### src/rtl/apb_bus_arbiter_pkg.sv
// Shared types and constants for the APB bus arbiter.
package apb_arb_pkg;

   typedef enum logic [1:0] {
      IDLE,
      ISSUE,
      WAIT
   } arb_state_e;

   // Read data returned to the requester when the slave never answers.
   localparam logic [31:0] ARB_ERR_DATA = 32'hDEAD_BEEF;

endpackage

### src/rtl/apb_bus_arbiter_if.sv
// Bundle of requester-side and APB-master-side signals around the arbiter.
// The arbiter uses the slave modport; whoever drives the requests and models
// the APB master uses the master modport.
interface apb_bus_arbiter_if #(
   parameter int NUM_REQ = 2,
   parameter int ADDR_W  = 32,
   parameter int DATA_W  = 32
);

   logic [NUM_REQ-1:0]        m_transfer;
   logic [NUM_REQ-1:0]        m_write;
   logic [NUM_REQ*ADDR_W-1:0] m_addr;
   logic [NUM_REQ*DATA_W-1:0] m_wdata;
   logic [NUM_REQ-1:0]        m_ready;
   logic [DATA_W-1:0]         m_rdata;
   logic                      m_error;

   logic                      s_transfer;
   logic                      s_write;
   logic [ADDR_W-1:0]         s_addr;
   logic [DATA_W-1:0]         s_wdata;
   logic                      s_ready;
   logic [DATA_W-1:0]         s_rdata;

   modport slave (
      input  m_transfer, m_write, m_addr, m_wdata, s_ready, s_rdata,
      output m_ready, m_rdata, m_error, s_transfer, s_write, s_addr, s_wdata
   );

   modport master (
      output m_transfer, m_write, m_addr, m_wdata, s_ready, s_rdata,
      input  m_ready, m_rdata, m_error, s_transfer, s_write, s_addr, s_wdata
   );

endinterface

### src/rtl/apb_bus_arbiter_rr_priority_pick.sv
// Combinational round-robin picker: returns the first requesting index found
// when searching upward from last_grant+1, wrapping around. The previous owner
// is therefore examined last and has the lowest priority.
module rr_priority_pick #(
   parameter int NUM_REQ = 2
) (
   input  logic [NUM_REQ-1:0]         req,
   input  logic [$clog2(NUM_REQ)-1:0] last_grant,
   output logic [$clog2(NUM_REQ)-1:0] grant,
   output logic                       valid
);

   localparam int ID_W = $clog2(NUM_REQ);

   logic [ID_W-1:0] idx;

   // Walk the requesters in rotated order and keep the first hit.
   always_comb begin
      grant = '0;
      valid = 1'b0;
      idx   = '0;
      for (int i = 1; i <= NUM_REQ; i++) begin
         idx = ID_W'((int'(last_grant) + i) % NUM_REQ);
         if (!valid && req[idx]) begin
            valid = 1'b1;
            grant = idx;
         end
      end
   end

endmodule

### src/rtl/apb_bus_arbiter.sv
// Round-robin arbiter sharing one APB master front-end among NUM_REQ
// requesters. One transaction at a time: the winner's request is latched,
// a single-cycle start pulse is sent to the APB master, and the completion
// (or a timeout abort) is routed back to the owning requester.
module apb_bus_arbiter
   import apb_arb_pkg::*;
#(
   parameter int NUM_REQ = 2,
   parameter int ADDR_W  = 32,
   parameter int DATA_W  = 32,
   parameter int TIMEOUT = 255
) (
   input  logic                       clk,
   input  logic                       reset,
   apb_bus_arbiter_if.slave           bus,
   output logic [$clog2(NUM_REQ)-1:0] grant_id,
   output logic                       busy
);

   localparam int ID_W  = $clog2(NUM_REQ);
   localparam int CNT_W = (TIMEOUT > 1) ? $clog2(TIMEOUT + 1) : 1;

   arb_state_e       state;
   arb_state_e       next_state;
   logic [ID_W-1:0]  last_grant;
   logic [ID_W-1:0]  pick_grant;
   logic             pick_valid;
   logic             load;
   logic             done_ok;
   logic             done_err;
   logic [CNT_W-1:0] count;

   rr_priority_pick #(
      .NUM_REQ (NUM_REQ)
   ) u_pick (
      .req        (bus.m_transfer),
      .last_grant (last_grant),
      .grant      (pick_grant),
      .valid      (pick_valid)
   );

   assign bus.s_transfer = (state == ISSUE);
   assign busy           = (state != IDLE);

   // State register; reset drops any in-flight transaction.
   always_ff @(posedge clk or negedge reset) begin
      if (!reset) begin
         state <= IDLE;
      end else begin
         state <= next_state;
      end
   end

   // Next-state decode plus one-cycle strobes for latch, completion and abort.
   always_comb begin
      next_state = state;
      load       = 1'b0;
      done_ok    = 1'b0;
      done_err   = 1'b0;
      case (state)
         IDLE: begin
            if (pick_valid) begin
               load       = 1'b1;
               next_state = ISSUE;
            end
         end
         ISSUE: begin
            next_state = WAIT;
         end
         WAIT: begin
            if (bus.s_ready) begin
               done_ok    = 1'b1;
               next_state = IDLE;
            end else if ((TIMEOUT != 0) && (count == CNT_W'(TIMEOUT - 1))) begin
               done_err   = 1'b1;
               next_state = IDLE;
            end
         end
         default: begin
            next_state = IDLE;
         end
      endcase
   end

   // Request latches, saturating wait counter and registered completion pulses.
   always_ff @(posedge clk or negedge reset) begin
      if (!reset) begin
         grant_id     <= '0;
         last_grant   <= ID_W'(NUM_REQ - 1);
         count        <= '0;
         bus.s_write  <= 1'b0;
         bus.s_addr   <= '0;
         bus.s_wdata  <= '0;
         bus.m_ready  <= '0;
         bus.m_rdata  <= '0;
         bus.m_error  <= 1'b0;
      end else begin
         bus.m_ready <= '0;
         bus.m_rdata <= '0;
         bus.m_error <= 1'b0;

         if (load) begin
            grant_id    <= pick_grant;
            bus.s_write <= bus.m_write[pick_grant];
            bus.s_addr  <= bus.m_addr[pick_grant*ADDR_W +: ADDR_W];
            bus.s_wdata <= bus.m_wdata[pick_grant*DATA_W +: DATA_W];
         end

         if (state == ISSUE) begin
            count <= '0;
         end else if ((state == WAIT) && (count != {CNT_W{1'b1}})) begin
            count <= count + CNT_W'(1);
         end

         if (done_ok) begin
            bus.m_ready <= {{(NUM_REQ-1){1'b0}}, 1'b1} << grant_id;
            bus.m_rdata <= bus.s_rdata;
            last_grant  <= grant_id;
         end else if (done_err) begin
            bus.m_ready <= {{(NUM_REQ-1){1'b0}}, 1'b1} << grant_id;
            bus.m_error <= 1'b1;
            bus.m_rdata <= DATA_W'(ARB_ERR_DATA);
            last_grant  <= grant_id;
         end
      end
   end

endmodule

### src/flat_wrapper.sv
// flat-port wrapper written by rule: the top's interface ports become plain ports
module apb_bus_arbiter_flat import apb_arb_pkg::*;
#(
   parameter int NUM_REQ = 2,
   parameter int ADDR_W  = 32,
   parameter int DATA_W  = 32,
   parameter int TIMEOUT = 255
)
  (clk, reset, grant_id, busy, bus_m_transfer, bus_m_write, bus_m_addr, bus_m_wdata, bus_s_ready, bus_s_rdata, bus_m_ready, bus_m_rdata, bus_m_error, bus_s_transfer, bus_s_write, bus_s_addr, bus_s_wdata);
  apb_bus_arbiter_if #(.NUM_REQ(NUM_REQ), .ADDR_W(ADDR_W), .DATA_W(DATA_W)) bus_i ();
  input  logic clk;
  input  logic reset;
  output logic [$clog2(NUM_REQ)-1:0] grant_id;
  output logic busy;
  input wire logic [$bits(bus_i.m_transfer)-1:0] bus_m_transfer;
  input wire logic [$bits(bus_i.m_write)-1:0] bus_m_write;
  input wire logic [$bits(bus_i.m_addr)-1:0] bus_m_addr;
  input wire logic [$bits(bus_i.m_wdata)-1:0] bus_m_wdata;
  input wire logic [$bits(bus_i.s_ready)-1:0] bus_s_ready;
  input wire logic [$bits(bus_i.s_rdata)-1:0] bus_s_rdata;
  output wire logic [$bits(bus_i.m_ready)-1:0] bus_m_ready;
  output wire logic [$bits(bus_i.m_rdata)-1:0] bus_m_rdata;
  output wire logic [$bits(bus_i.m_error)-1:0] bus_m_error;
  output wire logic [$bits(bus_i.s_transfer)-1:0] bus_s_transfer;
  output wire logic [$bits(bus_i.s_write)-1:0] bus_s_write;
  output wire logic [$bits(bus_i.s_addr)-1:0] bus_s_addr;
  output wire logic [$bits(bus_i.s_wdata)-1:0] bus_s_wdata;
  assign bus_i.m_transfer = bus_m_transfer;
  assign bus_i.m_write = bus_m_write;
  assign bus_i.m_addr = bus_m_addr;
  assign bus_i.m_wdata = bus_m_wdata;
  assign bus_i.s_ready = bus_s_ready;
  assign bus_i.s_rdata = bus_s_rdata;
  assign bus_m_ready = bus_i.m_ready;
  assign bus_m_rdata = bus_i.m_rdata;
  assign bus_m_error = bus_i.m_error;
  assign bus_s_transfer = bus_i.s_transfer;
  assign bus_s_write = bus_i.s_write;
  assign bus_s_addr = bus_i.s_addr;
  assign bus_s_wdata = bus_i.s_wdata;
  apb_bus_arbiter #(.NUM_REQ(NUM_REQ), .ADDR_W(ADDR_W), .DATA_W(DATA_W), .TIMEOUT(TIMEOUT)) u_core (.clk(clk), .reset(reset), .bus(bus_i), .grant_id(grant_id), .busy(busy));
endmodule
### config.mk
export PLATFORM = sky130hd
export DESIGN_NAME = apb_bus_arbiter_flat
export DESIGN_NICKNAME = d
export VERILOG_FILES = /design/src/rtl/apb_bus_arbiter_pkg.sv /design/src/rtl/apb_bus_arbiter_if.sv /design/src/rtl/apb_bus_arbiter_rr_priority_pick.sv /design/src/rtl/apb_bus_arbiter.sv /design/src/flat_wrapper.sv
export SDC_FILE = /design/constraint.sdc
export NUM_CORES = 1
export LEC_CHECK = 0
export ABC_AREA = 1
export CORE_MARGIN = 2
export CORE_UTILIZATION = 39
export DETAILED_ROUTE_END_ITERATION = 12
export PLACE_DENSITY = 0.83
export SYNTH_ARGS = -nofsm -noshare
export SYNTH_HDL_FRONTEND = slang
export SYNTH_SLANG_ARGS = --single-unit
### constraint.sdc
create_clock -name clk -period 1.9 [get_ports clk]
set_input_delay 0.38 -clock clk [delete_from_list [all_inputs] [get_ports clk]]
set_output_delay 0.38 -clock clk [all_outputs]
set_load 0.01 [all_outputs]
# Yosys cells after proc, flatten, opt, wreduce, memory -nomap -nowiden

Index checks and enable logic that the tools add are counted.

Equality and inequality tests: 6
Shift-type cells: 3
$lt $le $gt $ge: 3
Mux-type cells: 31
Add/subtract/negate cells: 3
Reductions and logical operators: 8

Operators with widths:

| kind                                                                          | count |
|---|---|
| 64-bit by 7-bit variable part select with 32-bit output                       | 2 |
| 32-bit two-way mux                                                            | 2 |
| 1-bit two-way mux                                                             | 21 |
| 8-bit two-way mux                                                             | 2 |
| 2-bit two-way mux                                                             | 5 |
| 8-bit by 1-bit adder with 8-bit output (second input constant)                | 1 |
| 8-bit == test (second input constant)                                         | 1 |
| 8-bit != test (second input constant)                                         | 1 |
| 1-bit by 2-bit less-than comparator with 1-bit output (second input constant) | 3 |
| 2-bit case mux with 3 select lines                                            | 1 |
| 2-bit nonzero test                                                            | 3 |
| 3-bit by 2-bit != test with 1-bit output (second input constant)              | 1 |
| 1-bit adder (second input constant)                                           | 2 |
| 2-bit by 1-bit == test with 1-bit output (second input constant)              | 1 |
| 2-bit == test (second input constant)                                         | 1 |
| 1-bit logical AND                                                             | 2 |
| 2-bit logical NOT                                                             | 1 |
| 2-bit by 1-bit != test with 1-bit output (second input constant)              | 1 |
| 2-bit AND reduction                                                           | 1 |
| 1-bit by 1-bit left shift with 2-bit output (first input constant)            | 1 |
| 1-bit logical NOT                                                             | 1 |

Flip-flop bits (word level): 112
Output and inout port bits: 103

# Depth between registers and ports, before layout

Word-level depth: 9
Depth in mapped cells: 8
Depth with buffers taken out: 8

# By module

Synthesis repeated with hierarchy kept, for this count alone.

Cells, all modules: 565
Area total of the unflattened synthesis: 4875.9 um2

Modules (own cells, without submodules):

| module           | instances | cells each | area each (um2) |
|---|---|---|---|
| apb_bus_arbiter  | 1         | 562        | 4860.9 |
| rr_priority_pick | 1         | 3          | 15.0 |

# Worst setup path after synthesis

Ideal clock, no wire load.

Path kind: reg-to-reg
From: reg u_core.state[0]
To: reg u_core.bus.s_wdata[11]
Clock period less this slack: 1.237 ns
Buffers on the path: 1
Slack: 0.663 ns
Arrival time: 1.115 ns
Stages on the path, launching flop included: 8
Cell sequence: dfrtp_1 > inv_1 > nand2_1 > nor2_8 > inv_4 > buf_6 > nand2_1 > o21ai_1

Word-level cells in the longest chain between the ends: 2

RTL lines:

| what                   | line                     | text |
|---|---|---|
| start, declared        | apb_bus_arbiter.sv:23    | `arb_state_e state;` |
| start signal, assigned | apb_bus_arbiter.sv:50    | `state <= next_state;` |
| 2-bit logical NOT      | apb_bus_arbiter.sv:60    | `case (state)` |
| 1-bit two-way mux      | apb_bus_arbiter.sv:60    |  |
| end signal, assigned   | apb_bus_arbiter.sv:106   | `bus.s_wdata <= bus.m_wdata[pick_grant*DATA_W +: DATA_W];` |
| end, declared          | apb_bus_arbiter_if.sv:27 | `output m_ready, m_rdata, m_error, s_transfer, s_write, s_addr, s_wdata` |

Every way passes these cells.
A chain may end at the register's enable or synchronous reset.

# Worst setup path after layout

From: reg u_core.state[1]
To: out bus_s_transfer

Word-level cells in the longest chain between the ends: 1

RTL lines:

| what                                     | line                  | text |
|---|---|---|
| 2-bit by 1-bit == test with 1-bit output | apb_bus_arbiter.sv:42 | `assign bus.s_transfer = (state == ISSUE);` |
| end, declared                            | flat_wrapper.sv:24    | `output wire logic [$bits(bus_i.s_transfer)-1:0] bus_s_transfer;` |

Every way passes these cells.

==> out/results.ini <==
[worst_setup_path]
path_class = reg -> out
critPathLaunchType = flip-flop
critPathRequiredTime_ns = 1.52
critPathCaptureType = output port
crit_arrival_ns = 1.44
path_max_fanout = 3

[timing]
rsz0062_at_grt = false
holdWs_ns = 0.383
max_slew_margin_pct = 63.7
fin_crit_ns = 1.82
slew_viol_final = 0
worstMarginPinSlew_ns = 0.545
fin_crit_sh_pct = 95.6
hold_viol = 0
setup_tns_ns = 0
fmax_mhz = 550
skew_ns = 0.00723
setup_violations = 0

[power_and_ir_drop]
power_mw = 10.6
ir_drop_mv = 0.638
power.leakage_nw = 3.63
powerDensity_nw_per_um2 = 1290

[synth]
yosysSeqAreaShare_pct = 56.5
yosysWarnings = 0
synth_flop_cell = dfrtp_1
netlist_area_um2 = 4970
syn_area_per_cell_um2 = 8.85
synth-edff-count = 0
ys_types = 23
async_flop_share_pct = 100
syn_inst = 561
synth-seq-cells = 112
synth_nets = 730

[die]
rows = 41
die_h_um = 117
io_pins = 270
die_w_um = 117
start_util_pct = 39.7
core_area_um2 = 12500
die_area_um2 = 13700

[worst_hold_path]
hold_path_class = in -> reg

[grt]
overflow = 0
grt_pass1_wl_um = 23000
antenna_found_initial = 0
grt_pass1_vias = 4476
grt_usage_pct = 21.9
grt_max_degree = 51

[detailed_routing]
ant_nets = 0
drtIter0Drc = 371
via_per_inst = 4.89
drt_pass1_iterations = 4
drc = 0
routedWlPerCell_um = 15.5
finalWirelength_um = 15500
vias = 4891

[clock_tree]
cts_tree = done
cts_made_buffers = 9
clockBufferDepth = 2
clock-root-buffer = clkbuf_16
cts_max_level = 3
clk_pin_slew_worst_paths_ns = 0.07
clk_latency_ns = 0.35
cts_sinks = 112

[placement]
port_buffers = 269
placed_cell_area_um2 = 7870
dp_hpwl_um = 11300
gp_congestion = 0.835

[finish]
finalNetCount = 992
drive_gt1_share_pct = 5.56
syn_to_final_growth_pct = 64.6
final_area_um2 = 8180
post-route-util_pct = 65.3
antennaDiodeCount = 0

[flow_run]
drv_cap = 0

[outcome]
status = finished, final reports clean

## critical path, stage by stage (launching register included)
cell	delay, ns
dfrtp_1	0.39
nor2_1	0.14
clkdlybuf4s50_1	0.56
## sequential cells by signal, indices dropped and copies added, names as in the netlist
signal and flops:
u_core.last_grant 1, u_core.bus.s_write 1, u_core.bus.m_error 1, u_core.bus.m_ready 2, u_core.bus.s_wdata 32, u_core.state 2, u_core.bus.s_addr 32, u_core.bus.m_rdata 32
u_core.count 8, u_core.grant_id 1
## placed cells by master, fill, tap and decap left out, types with 2 or more instances in the layout
cell type,synthesis,final
dfrtp_1,111,111
inv_6,0,2
clkinv_2,0,2
nand3_1,23,23
nor2_1,33,33
o21ai_0,81,81
clkdlybuf4s50_1,0,266
a31oi_1,14,14
nor2_2,2,2
nand2_2,0,2
buf_12,0,9
clkbuf_16,0,9
ha_1,2,2
inv_1,50,50
a21oi_1,52,52
nand2_1,94,92
buf_4,2,12
o21ai_1,53,53
## timing repair
item / in CTS / in global routing
buffers inserted: 0 / 0
gates resized for setup: 1 / 0
hold endpoints to repair: 26 / 0
endpoints found under the setup margin: 1 / 0
hold buffers: 1 / 0
## cell type report
type,instances,area [µm²]
repair buffers,290,2960
well taps,172,215
multi-input cells,359,1710
fillers,1042,4340
inverters,51,194
flip-flops and latches,112,2800
clock inverters,6,66.3
clock buffers,10,229
## where the power goes
part           internal (mW)  switching (mW)
sequential              3.26           0.468
combinational           2.53            2.38
clock                   1.03           0.881
total                   6.83            3.73
## path summary, 6_finish.rpt
path	from	endpoint	slack [ns]	depth (start not counted)
worst max-delay path	u_core.state[1]$_DFFE_PN0P_	bus_s_transfer	0.08	2
worst min-delay path	bus_m_transfer[1]	u_core.bus.s_wdata[30]$_DFFE_PN0P_	0.38	3
worst max register to register	u_core.state[0]$_DFFE_PN0P_	u_core.bus.s_wdata[14]$_DFFE_PN0P_	0.47	6
worst min register to register	u_core.bus.s_addr[28]$_DFFE_PN0P_	u_core.bus.s_addr[28]$_DFFE_PN0P_	0.49	2
max in group asynchronous	reset	u_core.last_grant$_DFFE_PN1P_	0.81	3
min in group asynchronous	reset	u_core.bus.m_rdata[31]$_DFF_PN0_	0.52	2
## logic make-up after synthesis
family | count (synthesis) | synth area share, %
AO/OA/AOI/OAI | 200 | 20.5
buffers and inverters | 90 | 9.20
flip-flops | 112 | 56.5
adder cells (fa/ha/maj) | 2 | 0.504
AND/OR/NAND/NOR | 156 | 13.2
XOR/XNOR | 1 | 0.176
## cells in the mapped netlist (10+ instances only)
cell | count | area [µm²]
nor2_1 | 33 | 124
nand3_1 | 23 | 115
a21oi_1 | 52 | 260
dfrtp_1 | 111 | 2780
a31oi_1 | 14 | 87.6
buf_6 | 12 | 135
buf_2 | 13 | 65.1
nand2_1 | 94 | 353
inv_1 | 50 | 188
o21ai_1 | 53 | 265
clkbuf_1 | 10 | 37.5
o21ai_0 | 81 | 405
## per-layer routing
metal  routed length, µm  GRT usage [%]  share of wire [%]
met2                7700           36.1                 50
met1                6360           28.2                 41
met3                1100           4.74                7.1
met5                   0              0                  0
met4                 347           8.55                2.2
## per-stage QoR
stage / setup slack [ns] / cells
after floorplan: 0.663 / 561
after global placement: 0.154 / 983
after detailed placement: 0.0788 / 983
after CTS: 0.0640 / 1000
after global routing: 0.00321 / 1000
final: 0.0833 / 1000
(Power assumes the default switching activity.)
